$ cat config.mk
export PLATFORM = sky130hd
export DESIGN_NAME = pwm_ramp_sequencer
export DESIGN_NICKNAME = d
export VERILOG_FILES = /design/src/rtl/pwm_ramp_sequencer.sv
export SDC_FILE = /design/constraint.sdc
export NUM_CORES = 1
export LEC_CHECK = 0
export ABC_AREA = 0
export ABC_CLOCK_PERIOD_IN_PS = 4100
export CAP_MARGIN = 15
export CORE_MARGIN = 2
export CORE_UTILIZATION = 31
export CTS_CLUSTER_DIAMETER = 100
export DETAILED_ROUTE_END_ITERATION = 10
export GPL_TIMING_DRIVEN = 0
export PLACE_DENSITY = 0.53
export SLEW_MARGIN = 20
export SYNTH_ARGS = -nofsm -noshare
export SYNTH_HDL_FRONTEND = slang
export SYNTH_SLANG_ARGS = --single-unit
$ cat constraint.sdc
create_clock -name clk -period 4.1 [get_ports clk]
set_clock_uncertainty 0.2 [all_clocks]
set_input_delay 0.82 -clock clk [delete_from_list [all_inputs] [get_ports clk]]
set_output_delay 0.82 -clock clk [all_outputs]
set_load 0.01 [all_outputs]
$ cat src/rtl/pwm_ramp_sequencer.sv
// Duty-cycle ramp sequencer for the PWM comparator core: steps duty toward a target once every N PWM periods.
// Optional PWM_RAMP_RETARGET_EN lets a new command replace the running ramp.
module pwm_ramp_sequencer #(
   parameter int WIDTH  = 8,
   parameter int RATE_W = 16
) (
   input  logic              clk,
   input  logic              rst_n,
   input  logic              period_tick,
   input  logic              cmd_valid,
   output logic              cmd_ready,
   input  logic [WIDTH-1:0]  cmd_target,
   input  logic [WIDTH-1:0]  cmd_step,
   input  logic [RATE_W-1:0] cmd_rate,
   input  logic              abort,
   output logic [WIDTH-1:0]  duty,
   output logic              busy,
   output logic              done
);
   typedef enum logic {IDLE, RAMP} state_t;

   state_t            r_state;
   logic [WIDTH-1:0]  r_tgt;
   logic [WIDTH-1:0]  r_stp;
   logic [RATE_W-1:0] r_rate;
   logic [RATE_W-1:0] r_cnt;
   logic [WIDTH-1:0]  r_duty;
   logic              r_done;

   logic              w_accept;
   logic              w_up;
   logic [WIDTH:0]    w_diff;
   logic              w_last;
   logic              w_cnt_wrap;

`ifdef PWM_RAMP_RETARGET_EN
   assign cmd_ready = (r_state == IDLE) ? 1'b1 : !abort;
`else
   assign cmd_ready = (r_state == IDLE);
`endif

   assign w_accept   = cmd_valid && cmd_ready;
   assign w_up       = r_tgt > r_duty;
   // One extra bit keeps the distance exact so the final step can clamp to target.
   assign w_diff     = w_up ? ({1'b0, r_tgt} - {1'b0, r_duty}) : ({1'b0, r_duty} - {1'b0, r_tgt});
   assign w_last     = w_diff <= {1'b0, r_stp};
   assign w_cnt_wrap = r_cnt == (r_rate - RATE_W'(1));

   always_ff @(posedge clk or posedge rst_n) begin
      if (rst_n) begin
         r_state <= IDLE;
         r_tgt   <= '0;
         r_stp   <= WIDTH'(1);
         r_rate  <= RATE_W'(1);
         r_cnt   <= '0;
         r_duty  <= '0;
         r_done  <= 1'b0;
      end else begin
         r_done <= 1'b0;
         if (w_accept) begin
            r_tgt  <= cmd_target;
            r_stp  <= (cmd_step == '0) ? WIDTH'(1) : cmd_step;
            r_rate <= (cmd_rate == '0) ? RATE_W'(1) : cmd_rate;
            r_cnt  <= '0;
            if (cmd_target == r_duty) begin
               r_state <= IDLE;
               r_done  <= 1'b1;
            end else begin
               r_state <= RAMP;
            end
         end else if (r_state == RAMP) begin
            if (abort) begin
               r_state <= IDLE;
               r_cnt   <= '0;
            end else if (period_tick) begin
               if (w_cnt_wrap) begin
                  r_cnt <= '0;
                  if (w_last) begin
                     r_duty  <= r_tgt;
                     r_done  <= 1'b1;
                     r_state <= IDLE;
                  end else begin
                     r_duty <= w_up ? (r_duty + r_stp) : (r_duty - r_stp);
                  end
               end else begin
                  r_cnt <= r_cnt + RATE_W'(1);
               end
            end
         end
      end
   end

   assign duty = r_duty;
   assign busy = (r_state == RAMP);
   assign done = r_done;
endmodule

Word-level counts from Yosys, hierarchy flattened

Index checks and enable logic that the tools add are counted.

Output and inout port bits: 11
Bits in latches: 0
Memory bits (read-only): 0
Register bits after elaboration: 58
RAM bits: 0
Memories: 0
Input port bits: 37

$add $sub $neg: 6
Order comparisons: 2
Equal/unequal tests: 2
Muxes and demuxes: 24
Shifts and indexed selects: 0
Bitwise gates (word level): 3
Divide/modulo/power cells: 0
Multiply operators: 0
Reduce and logical (&&, ||, !) cells: 7

Operators by type and width:

| cell                                               | number |
|---|---|
| 2-to-1 mux 16 bit                                  | 6 |
| 2-to-1 mux 8 bit                                   | 3 |
| subtractor 8 x 8 -> 9 bit                          | 2 |
| adder 16 x 1 -> 16 bit, second input constant      | 1 |
| == test 16 bit                                     | 1 |
| zero test 16 bit                                   | 1 |
| subtractor 16 x 1 -> 16 bit, second input constant | 1 |
| 2-to-1 mux 1 bit                                   | 14 |
| <= comparator 9 x 8 -> 1 bit                       | 1 |
| 2-to-1 mux 9 bit                                   | 1 |
| adder 8 bit                                        | 1 |
| == test 8 bit                                      | 1 |
| > comparator 8 bit                                 | 1 |
| zero test 8 bit                                    | 1 |
| subtractor 8 bit                                   | 1 |
| AND reduction 5 bit                                | 1 |
| inverter 1 bit                                     | 3 |
| nonzero test 3 bit                                 | 1 |
| AND reduction 2 bit                                | 1 |
| nonzero test 2 bit                                 | 1 |
| logical AND 1 bit                                  | 1 |

Logic depth before layout (Yosys ltp)

Gate-level depths: netlist of run 1.

Depth after elaboration: 9
Mapped depth: 22
Depth with buffers taken out: 19

Worst setup path after synthesis of run 1

No wires, ideal clock.

Kind: register -> register
Start: reg r_duty[2], in the netlist duty[2]
End: reg r_duty[0], in the netlist duty[0]
Setup time: 0.125 ns
Stages on the path, launching flop included: 23
Path buffers: 3
Path slack: -0.481 ns
Data arrival time: 4.257 ns
Cell sequence: dfrtp_1 -> inv_1 -> ha_1 -> clkbuf_1 -> a21oi_1 -> a211oi_1 -> o21ba_2 -> buf_2 -> mux2_2 -> o21ai_0 -> nand3_1 -> nand3_1 -> xor2_1 -> ha_1 -> nand2_1 -> or2_2 -> o21bai_1 -> a31oi_1 -> nor2_1 -> a21oi_1 -> buf_2 -> mux2i_1 -> mux2_2

Longest elaborated chain between the ends: 4
Elaborated cells on any way between the ends: 7

RTL lines:

| item                                                            | RTL line | text |
|---|---|---|
| start: declaration                                              | 27       | `logic [WIDTH-1:0] r_duty;` |
| start signal: assignment                                        | 79       | `r_duty <= r_tgt;` |
| start signal: assignment                                        | 83       | `r_duty <= w_up ? (r_duty + r_stp) : (r_duty - r_stp);` |
| subtractor 8 x 8 -> 9 bit or > comparator 8 bit (tied branches) | 45, 43   |  |
| 2-to-1 mux 9 bit                                                | 45       | `assign w_diff = w_up ? ({1'b0, r_tgt} - {1'b0, r_duty}) : ({1'b0, r_duty} - {1'b0, r_tgt});` |
| <= comparator 9 x 8 -> 1 bit                                    | 46       | `assign w_last = w_diff <= {1'b0, r_stp};` |
| 2-to-1 mux 8 bit (*)                                            | 78       | `if (w_last) begin` |

Every way passes the cells marked *; elsewhere a longest branch is shown, timed or not.
A chain may end at the register's enable or synchronous reset.

Worst setup path in the final report of run 1

Start: reg r_tgt[7]
End: reg r_duty[0], in the netlist duty[0]

Longest elaborated chain between the ends: 4
Elaborated cells on any way between the ends: 7

RTL lines:

| item                                                            | RTL line | text |
|---|---|---|
| start: declaration                                              | 23       | `logic [WIDTH-1:0] r_tgt;` |
| start signal: assignment                                        | 61       | `r_tgt <= cmd_target;` |
| subtractor 8 x 8 -> 9 bit or > comparator 8 bit (tied branches) | 45, 43   |  |
| 2-to-1 mux 9 bit                                                | 45       |  |
| <= comparator 9 x 8 -> 1 bit                                    | 46       |  |
| 2-to-1 mux 8 bit (*)                                            | 78       |  |

Marks and branches as above.

==> results of run 1 <==
==> final cells by class <==
cell class	instances	area share [%]
clock buffers	14	4.64
well taps	184	3.90
plain buffers	17	1.95
clock inverters	2	0.170
repair buffers	69	11.2
flip-flops and latches	58	24.8
inverters	40	2.59
multi-input cells	409	50.7
==> synth_stat cells (2+ instances only) <==
| cell | instances | area, um2 |
|---|---|---|
| nand2_1 | 83 | 312 |
| dfrtp_1 | 56 | 1400 |
| o21ai_0 | 50 | 250 |
| inv_1 | 40 | 150 |
| ha_1 | 34 | 425 |
| xnor2_1 | 23 | 201 |
| xor2_1 | 21 | 184 |
| a21o_1 | 19 | 143 |
| nand3_1 | 17 | 85.1 |
| a21oi_1 | 15 | 75.1 |
| mux2i_1 | 13 | 130 |
| nor4_1 | 13 | 81.3 |
| and3_1 | 12 | 75.1 |
| nor3b_1 | 12 | 90.1 |
| nor2b_1 | 11 | 68.8 |
| clkbuf_1 | 10 | 37.5 |
| nor2_1 | 9 | 33.8 |
| mux2_2 | 6 | 67.6 |
| buf_2 | 5 | 25.0 |
| nor3_1 | 5 | 25.0 |
| o22ai_1 | 5 | 31.3 |
| o31ai_1 | 5 | 37.5 |
| buf_6 | 4 | 45.0 |
| a211oi_1 | 3 | 22.5 |
| fa_1 | 3 | 60.1 |
| nand2b_1 | 3 | 18.8 |
| or3_1 | 3 | 18.8 |
| or4_1 | 3 | 22.5 |
| a311oi_1 | 2 | 17.5 |
| a31oi_1 | 2 | 12.5 |
| and2_1 | 2 | 12.5 |
| and4_1 | 2 | 17.5 |
| dfstp_2 | 2 | 52.6 |
| nand4_1 | 2 | 12.5 |
| nor4_2 | 2 | 25.0 |
| o211ai_1 | 2 | 15.0 |
| o21a_1 | 2 | 15.0 |
| o21bai_1 | 2 | 15.0 |
| o22a_1 | 2 | 17.5 |
| or2_2 | 2 | 12.5 |
==> power by group through the flow <==
stage	Clock, mW	Combinational [mW]	Sequential (mW)
global placement	0	1.20	0.740
CTS	0.748	1.37	0.733
global route	0.778	1.59	0.748
finish	0.724	1.44	0.737
floorplan	0	0.940	0.716
detailed placement	0	1.22	0.742
==> state kept, by name, summed over array words and instances (netlist names) <==
| name | count |
|---|---|
| r_rate | 16 |
| r_stp | 8 |
| r_cnt | 16 |
| r_tgt | 8 |
| done | 1 |
| duty | 8 |
| busy | 1 |
==> path summary, 6_finish.rpt <==
kind | startpoint | end | depth (start not counted)
max | r_tgt[7] | duty[0] | 19
min | r_cnt[15] | r_cnt[15] | 1
max reg2reg | r_tgt[7] | duty[0] | 19
min reg2reg | r_cnt[15] | r_cnt[15] | 1
max in group asynchronous | rst_n | r_stp[0] | 3
min in group asynchronous | rst_n | r_rate[3] | 2
==> logic make-up after synthesis <==
logic type	after synthesis	synth area share (%)
muxes	19	4.37
xor gates and xnor gates	44	8.52
DFF	58	32.2
and+or+nand+nor	188	21.6
buffers and inverters	60	5.78
adders and majority gates	37	10.7
AOI/OAI and AO/OA	121	16.9
==> routing by layer <==
layer	vias to the layer above	GRT usage (%)	routed length [um]	part of all wire [%]
met5	-	0	0	0
met4	0	4.89	197	1.5
met3	10	3.99	455	3.4
met2	81	31.4	6790	50
met1	1987	21.7	6010	45
li1	2006	-	-	-
==> what timing repair did <==
item / CTS / global route
setup endpoints to repair: 10 / 10
setup buffers: 17 / 4
gates cloned: 1 / 0
pin swaps: 19 / 18
gates resized for setup: 23 / 21
==> metrics by stage <==
stage	setup TNS [ns]	util, %	power, mW	cells	hold slack [ns]
after floorplan	0	-	1.66	527	0.267
after global placement	-4.46	36.8	1.94	758	0.309
after detailed placement	-4.62	37.0	1.96	759	0.316
after CTS	-1.85	40.4	2.85	793	0.327
after global routing	-2.37	41.1	3.11	793	0.363
final	-1.00	41.1	2.90	793	0.326
==> critical path: cells and delay by family (launching register included) <==
family                   cells  cell delay (ns)
adder cells (fa/ha/maj)      2             0.63
XOR/XNOR                     1             0.08
AND/OR/NAND/NOR              5             0.70
AO/OA/AOI/OAI                7             1.29
buffers and inverters        1             0.17
multiplexers                 3             0.67
flip-flops                   1             0.42
==> metrics.cfg, run 1 <==
[run_status]
run_status=finished, violations left
violations=negative setup slack

[power]
leakagePower_nw=2.69
power.share.clock_pct=24.9
power.density_mw_per_mm2=492
ir_worst_vdd_v=0.000235
switching_power_mw=1.10
comb_power_share_pct=49.7
switching_share_pct=38.0
p_int_mw=1.80
power.share.sequential_pct=25.4

[setup_path]
reg2reg_slack_ns=-0.18
crit_path_start_kind=register
cp_cell_sequence=ha_4 > nand4_1 > a211oi_2 > o21ba_4 > mux2_4 > o21ai_4 > nand3_2 > nand3_2 > xor2_2 > ha_1 > nand2_2 > or2_4 > o21bai_4 > a31oi_4 > a311oi_2 > a21oi_2 > buf_6 > mux2i_1 > mux2_4
slowest_stage=dfrtp_1
slowest_delay_ns=0.42
end_kind=register
path_class=reg2reg
path_max_fanout=6
arrival_ns=4.30
cp.required_ns=4.12

[synth]
synth.lib_cells_used.distinct=60
ys_seq_area_share_pct=32.2
netlist_instances=527
synth_edf_count=0
synth_ff_type=dfrtp_1
syn-num-nets=601
async_reset_ff_share_pct=100
syn_area_per_cell_um2=8.58
syn_area_mm2=0.00452
synth_seq_cells=58
yosys_warnings=0

[drt]
drt-vias-per-instance=5.15
drt_first_pass_iters=4
drt_iter0_drc=298
wl_per_cell_um=17.0
remaining_drc_errors=0
drt-total-wl_um=13500
final_antenna_net_count=0
vias=4084

[placed_design]
port_buffers=47
place_ws_ns=-0.577
placed_area_mm2=0.00531
place_hpwl_um=10000
place.gp.congestion=0.827

[global_routing]
first_global_vias=4164
grt_max_degree=47
track_usage_pct=17.8
antenna_found_initial=0
grt_pass1_wl_um=21700
overflow=0

[finish]
diodes=0
seq_area_mm2=0.00147
syn_to_final_growth_pct=30.5
final_cell_mix=82 x nand2_1, 47 x dfrtp_1, 47 x clkdlybuf4s50_1
mostFrequentLayoutCell=nand2_1
stdcell_area_mm2=0.00590
final.fill_count=1449
fin_nets=678
multi_input_area_mm2=0.00299
drive_above_1_share_pct=16.1

[worst_hold_path]
hold_path_class=reg2reg

[die]
start_util_pct=31.5
die_x_um=125
pin_count=48
die_h_um=125
row_count=44
core_region_area_mm2=0.0144
die_area_mm2=0.0156

[cts]
cts_tree=yes
postCtsHoldBufs=0
cts.path.max_buffers=2
clock_sinks=58
cts_made_buffers=9
clock_latency_ns=0.33
cts_htree_levels=3
clkTransAtPathRegs_ns=0.06
cts-root-buf=clkbuf_16

[sta]
period_share_pct=104
final-setup-viol-count=9
worst_slack_ns=-0.178
finalHoldViolCount=0
rsz0062_at_grt=yes
period_minus_slack_ns=4.28
slew_viol_final=0
worstMarginPinSlew_ns=0.883
fmax_mhz=234
max_slew_margin_pct=41.0

[run]
maxCapViolCount=0

Power figures use the tool's default switching activity.
==> run 2: changes to the inputs <==
--- a/config.mk
+++ b/config.mk
@@ -5,7 +5,6 @@
 export SDC_FILE = /design/constraint.sdc
 export NUM_CORES = 1
 export LEC_CHECK = 0
-export ABC_AREA = 0
 export ABC_CLOCK_PERIOD_IN_PS = 4100
 export CAP_MARGIN = 15
 export CORE_MARGIN = 2
==> constraint.sdc (replaced) <==
create_clock -name clk -period 4.1 [get_ports clk]
set_clock_uncertainty 0.2 [all_clocks]
set_input_delay 0.82 -clock clk [delete_from_list [all_inputs] [get_ports clk]]
set_output_delay 0.82 -clock clk [all_outputs]
set_load 0.005 [all_outputs]
==> metrics.cfg, run 2 (synthesis results as in run 1) <==
[run_status]
run_status=finished, violations left
violations=negative setup slack

[die]
die_x_um=125  ; unchanged
die_area_mm2=0.0156  ; unchanged
core_region_area_mm2=0.0144  ; unchanged
pin_count=48  ; unchanged
start_util_pct=31.5  ; unchanged
row_count=44  ; unchanged
die_h_um=125  ; unchanged

[finish]
reg_top3=r_cnt x16, r_rate x16
mostFrequentLayoutCell=nand2_1
fin_nets=676  ; -0.29%
drive_above_1_share_pct=15.3  ; -0.77 points
fin_util_pct=40.9  ; -0.13 points
final.fill_count=1470  ; +1.4%
syn_to_final_growth_pct=30.0
diodes=0  ; unchanged
final_cell_mix=83 x nand2_1, 48 x dfrtp_1, 47 x clkdlybuf4s50_1

[sta]
worst_slack_ns=-0.211  ; -0.0323 ns
finalHoldViolCount=0  ; unchanged
period_share_pct=105  ; +0.79 points
worstMarginPinSlew_ns=0.806  ; -0.0777 ns
fmax_mhz=232  ; -0.75%
slew_viol_final=0  ; unchanged
final-setup-viol-count=10  ; +1
rsz0062_at_grt=yes
period_minus_slack_ns=4.31  ; +0.0323 ns
fin_hold_ws_ns=0.301  ; -0.0249 ns
max_slew_margin_pct=46.2  ; +5.2 points

[setup_path]
reg2reg_slack_ns=-0.21  ; -0.03 ns
crit_path_start_kind=register
r2r_end=duty[0]
end_kind=register
rr_worst_depth=20  ; +1
rr_startpoint=r_tgt[4]
arrival_ns=4.33  ; +0.03 ns
path_max_fanout=6  ; unchanged
path_class=reg2reg
cp.required_ns=4.12  ; about the same

[drt]
final_antenna_net_count=0  ; unchanged
drt-total-wl_um=13400  ; -0.56%
drt_iter0_drc=234  ; -21%
vias=4092  ; +0.20%
wl_per_cell_um=16.9  ; -0.31%
drt_first_pass_iters=5  ; +1
remaining_drc_errors=0  ; unchanged
drt-vias-per-instance=5.17  ; +0.45%

[cts]
clock_latency_ns=0.33  ; about the same
cts_htree_levels=3  ; unchanged
cts_made_buffers=9  ; unchanged
clkTransAtPathRegs_ns=0.06  ; about the same
cts.path.max_buffers=2  ; unchanged
clock_sinks=58  ; unchanged
cts-root-buf=clkbuf_16
postCtsHoldBufs=0  ; unchanged
cts_tree=yes

[placed_design]
port_buffers=47  ; unchanged
place.gp.congestion=0.905  ; +9.4%
place_hpwl_um=9890  ; -1.1%

[worst_hold_path]
min-delay-start=r_rate[15]
min_to=r_rate[15]
hold_path_class=reg2reg
hold_path_depth=2  ; +1

[global_routing]
track_usage_pct=17.6  ; -0.15 points
overflow=0  ; unchanged
first_global_vias=4083  ; -1.9%
antenna_found_initial=0  ; unchanged
grt_pass1_wl_um=21500  ; -0.99%
grt_max_degree=40  ; -15%

[power]
ir_worst_vdd_v=0.000249  ; +6.1%
power.density_mw_per_mm2=495  ; +0.63%
leakagePower_nw=2.68  ; -0.31%

[run]
maxCapViolCount=0  ; unchanged

[run 2: worst max path at each step]
| stage | endpoint | slack (ns) | startpoint |
|---|---|---|---|
| floorplan | duty[0] | 0.01 | duty[2] |
| global placement | duty[0] | -0.60 | duty[4] |
| detailed placement | duty[0] | -0.64 | duty[4] |
| CTS | duty[6] | -0.25 | r_tgt[6] |
| global route | duty[0] | -0.36 | r_tgt[4] |
| finish | duty[0] | -0.21 | r_tgt[4] |
[run 2: timing repair]
| item | CTS | global route |
|---|---|---|
| gates resized for setup | 30 | 22 |
| setup endpoints to repair | 10 | 10 |
| cloned | 2 | 0 |
| setup buffers | 16 | 1 |
| pin swaps | 17 | 19 |
[run 2: critical path: stages, from the launching register on]
cell	delay, ns
dfrtp_2	0.44
ha_4	0.32
nand4_1	0.22
a211oi_2	0.22
o21ba_2	0.19
buf_8	0.12
mux2_4	0.31
o21ai_4	0.20
nand3_2	0.10
nand3_2	0.07
xor2_1	0.07
ha_1	0.30
nand2_1	0.08
or2_4	0.24
o21bai_4	0.18
a31oi_4	0.18
a311oi_2	0.08
a21oi_2	0.17
buf_6	0.16
mux2i_1	0.08
mux2_4	0.26
[run 2: layer usage]
layer / vias up / GRT usage [%] / share of wire, %
met5: - / 0 / 0
met4: 0 / 5.09 / 1.7
met2: 85 / 32.1 / 52
met3: 21 / 2.62 / 3.2
met1: 1977 / 21.5 / 43
li1: 2009 / - / -
[run 2: layout make-up]
type,instances,area (um2),area share [%]
clock buffers,14,274,4.66
plain buffers,18,133,2.26
repair buffers,66,634,10.8
well taps,184,230,3.91
flip-flops and latches,58,1460,24.9
inverters,40,153,2.60
clock inverters,2,10.0,0.170
multi-input cells,409,2980,50.7
[run 2: power by group]
group          internal [mW]  switching (mW)
Sequential             0.648          0.0873
Clock                  0.457           0.271
Combinational          0.704           0.745
[run 2: per-stage QoR]
step | worst slack (ns) | cells | power, mW | setup TNS [ns] | area [um2]
6_report | -0.211 | 791 | 2.91 | -1.43 | 5880
3_5_place_dp | -0.638 | 759 | 1.96 | -5.50 | 5300
5_1_grt | -0.357 | 791 | 3.13 | -3.01 | 5880
2_1_floorplan | 0.0137 | 527 | 1.66 | 0 | 4580
4_1_cts | -0.254 | 793 | 2.85 | -2.14 | 5800
3_3_place_gp | -0.604 | 758 | 1.93 | -5.11 | 5280
==> run 3: changes to the inputs <==
--- a/config.mk
+++ b/config.mk
@@ -5,6 +5,7 @@
 export SDC_FILE = /design/constraint.sdc
 export NUM_CORES = 1
 export LEC_CHECK = 0
+export ABC_AREA = 1
 export ABC_CLOCK_PERIOD_IN_PS = 4100
 export CAP_MARGIN = 15
 export CORE_MARGIN = 2
@@ -12,7 +13,7 @@
 export CTS_CLUSTER_DIAMETER = 100
 export DETAILED_ROUTE_END_ITERATION = 10
 export GPL_TIMING_DRIVEN = 0
-export PLACE_DENSITY = 0.53
+export PLACE_DENSITY = 0.52
 export SLEW_MARGIN = 20
 export SYNTH_ARGS = -nofsm -noshare
 export SYNTH_HDL_FRONTEND = slang
==> metrics.cfg, run 3 <==
[synth]
synth_mux_area_share_pct=0.195  ; -4.2 points
syn_area_mm2=0.00512  ; +13%
synth.lib_cells_used.distinct=42  ; -30%
synth_seq_cells=58  ; unchanged
synth_ff_type=dfrtp_1
synth_top_family_by_area=simple AND/OR/NAND/NOR gates
synth_common_cells=233 x nand2_1, 92 x inv_1, 58 x nand3_1
netlist_instances=750  ; +42%
syn-num-nets=824  ; +37%
yosys.area.top_type=dfrtp_1
async_reset_ff_share_pct=100  ; unchanged
synth_compound_area_share_pct=8.33  ; -8.5 points
synth_top_cells_by_area=dfrtp_1 27%, nand2_1 17%, ha_1 8.3%
synth-xor-area-share_pct=9.57  ; +1.1 points
ys_seq_area_share_pct=28.4  ; -3.8 points
synth-simple-area-share_pct=34.6  ; +13 points
yosys_warnings=0  ; unchanged
synth_edf_count=0  ; unchanged
synth_top_area_share_pct=27.4  ; -3.6 points
post-synth-top-count-cell=nand2_1
synth_fa_ha_area_share_pct=9.48  ; -1.3 points
syn_area_per_cell_um2=6.83  ; -20%

[run]
maxCapViolCount=0  ; unchanged

[finish]
diodes=0  ; unchanged
mostFrequentLayoutCell=nand2_1
reg_top3=r_cnt x16, r_rate x16
fin_nets=890  ; +32%
fin_util_pct=39.4  ; -1.5 points
drive_above_1_share_pct=10.4  ; -5.0 points
fin_cells=1036  ; +31%
stdcell_area_mm2=0.00631  ; +7.3%
final.fill_count=1724  ; +17%
final_cell_mix=232 x nand2_1, 91 x inv_1, 57 x nand3_1
syn_to_final_growth_pct=23.2

[die]
start_util_pct=32.0  ; +0.54 points
die_area_mm2=0.0176  ; +13%
row_count=46  ; +4.5%
die_x_um=133  ; +6.2%
pin_count=48  ; unchanged
die_h_um=133  ; +6.2%
core_region_area_mm2=0.0160  ; +11%

[global_routing]
overflow=0  ; unchanged
grt_pass1_wl_um=24600  ; +15%
antenna_found_initial=0  ; unchanged
first_global_vias=4542  ; +11%
grt_max_degree=56  ; +40%
track_usage_pct=17.6  ; -0.023 points

[sta]
fmax_mhz=261  ; +12%
fin_hold_ws_ns=0.294  ; -0.00623 ns
period_share_pct=93.5  ; -12 points
period_minus_slack_ns=3.83  ; -0.479 ns
worstMarginPinSlew_ns=0.816  ; +0.0108 ns
worst_slack_ns=0.268  ; +0.479 ns
max_slew_margin_pct=45.4  ; -0.81 points
finalHoldViolCount=0  ; unchanged
final-setup-viol-count=0  ; -10
slew_viol_final=0  ; unchanged
fin_tns_setup_ns=0  ; +1.43 ns

[setup_path]
reg2reg_slack_ns=0.27  ; +0.48 ns
cp-startpoint=duty[4]
cp.required_ns=4.17  ; +0.05 ns
rr_worst_depth=22  ; +10%
worstSetupEndpoint=duty[4]
r2r_end=duty[4]
crit_path_frequent_cell=nand2_1
crit_path_start_kind=register
end_kind=register
cp_cell_sequence=inv_1 > ha_2 > nand2_2 > nor2_4 > nand3_1 > nand3_4 > nand2_4 > buf_4 > o21ai_0 > xor2_1 > inv_1 > ha_1 > nand3_1 > nor2_1 > a21oi_1 > nand2_1 > nand2_2 > nand3_4 > buf_6 > o21ai_1 > nand2_1 > nand2_1
path_max_fanout=10  ; +4
arrival_ns=3.90  ; -0.43 ns
path_class=reg2reg
rr_startpoint=duty[4]
slowest_stage=dfrtp_2
slowest_delay_ns=0.42  ; -0.02 ns

[cts]
clock_latency_ns=0.33  ; about the same
clock_sinks=58  ; unchanged
cts_htree_levels=3  ; unchanged
cts.path.max_buffers=2  ; unchanged
clkTransAtPathRegs_ns=0.05  ; about the same
cts_tree=yes
cts_made_buffers=9  ; unchanged
cts-root-buf=clkbuf_16

[power]
finalPower_mw=2.91  ; about the same
leakagePower_nw=3.13  ; +17%
ir_worst_vdd_v=0.000278  ; +12%
power.density_mw_per_mm2=461  ; -6.8%

[worst_hold_path]
hold_path_class=reg2reg
min-delay-start=r_rate[15]

[placed_design]
placed_area_mm2=0.00589  ; +11%
dp.cells=1014  ; +34%
port_buffers=47  ; unchanged
place_ws_ns=-0.131  ; +0.507 ns
place.gp.congestion=0.884  ; -2.4%
place_hpwl_um=11800  ; +19%

[drt]
final_antenna_net_count=0  ; unchanged
wl_per_cell_um=14.5  ; -14%
drt-vias-per-instance=4.65  ; -10%
drt-total-wl_um=15100  ; +13%
vias=4817  ; +18%
drt_first_pass_iters=7  ; +2
remaining_drc_errors=0  ; unchanged
drt_iter0_drc=303  ; +29%

[run_status]
run_status=finished, final reports clean

run 3: area by class of cell:
type / instances / area [um2] / area share, %
tap: 216 / 270 / 4.28
buffer: 20 / 109 / 1.73
sequential: 58 / 1460 / 23.2
clock buffer: 13 / 270 / 4.28
multi-input combinational: 571 / 3230 / 51.2
timing repair buffer: 55 / 551 / 8.72
clock inverter: 2 / 35.0 / 0.555
inverter: 101 / 382 / 6.05
run 3: logic make-up after synthesis:
logic type	after synthesis
and+or+nand+nor	398
DFF	58
xor gates and xnor gates	56
adders and majority gates	37
buffers and inverters	121
AOI/OAI and AO/OA	79
muxes	1
run 3: worst min-delay path by stage:
stage,end,slack (ns),depth (start not counted)
2_1_floorplan,r_stp[1],0.25,2
3_3_place_gp,r_stp[1],0.27,2
3_5_place_dp,r_rate[15],0.29,2
4_1_cts,r_rate[15],0.30,2
5_1_grt,r_stp[2],0.34,2
6_report,r_rate[15],0.29,2
run 3: metal layers:
layer | wire [um] | track usage [%] | part of all wire (%) | up-vias
met5 | 0 | 0 | 0 | -
met4 | 167 | 4.54 | 1.1 | 0
met3 | 748 | 3.45 | 5.0 | 9
met2 | 5740 | 23.8 | 38 | 107
met1 | 8410 | 28.0 | 56 | 2174
li1 | - | - | - | 2527
run 3: repair_timing:
action / 4_1_cts / 5_1_grt
hold endpoints to repair: 0 / 0
buffers inserted: 0 / 7
pin swaps: 0 / 3
endpoints found under the setup margin: 9 / 10
hold buffers: 0 / 0
gates resized for setup: 6 / 15
cloned: 0 / 0
run 3: power by group:
| part | internal [mW] | leakage, nW | switching [mW] |
|---|---|---|---|
| Sequential | 0.646 | 0.740 | 0.0836 |
| Clock | 0.516 | 0.152 | 0.275 |
| Combinational | 0.541 | 2.24 | 0.849 |
| Total | 1.70 | 3.13 | 1.21 |
run 3: worst max-delay path, delay by kind of cell, from the launching register on:
kind | cells | cell delay (ns)
AND/OR/NAND/NOR | 12 | 1.23
adder cells (fa/ha/maj) | 2 | 0.68
AO/OA/AOI/OAI | 3 | 0.54
buffers and inverters | 4 | 0.48
flip-flops | 1 | 0.42
XOR/XNOR | 1 | 0.21
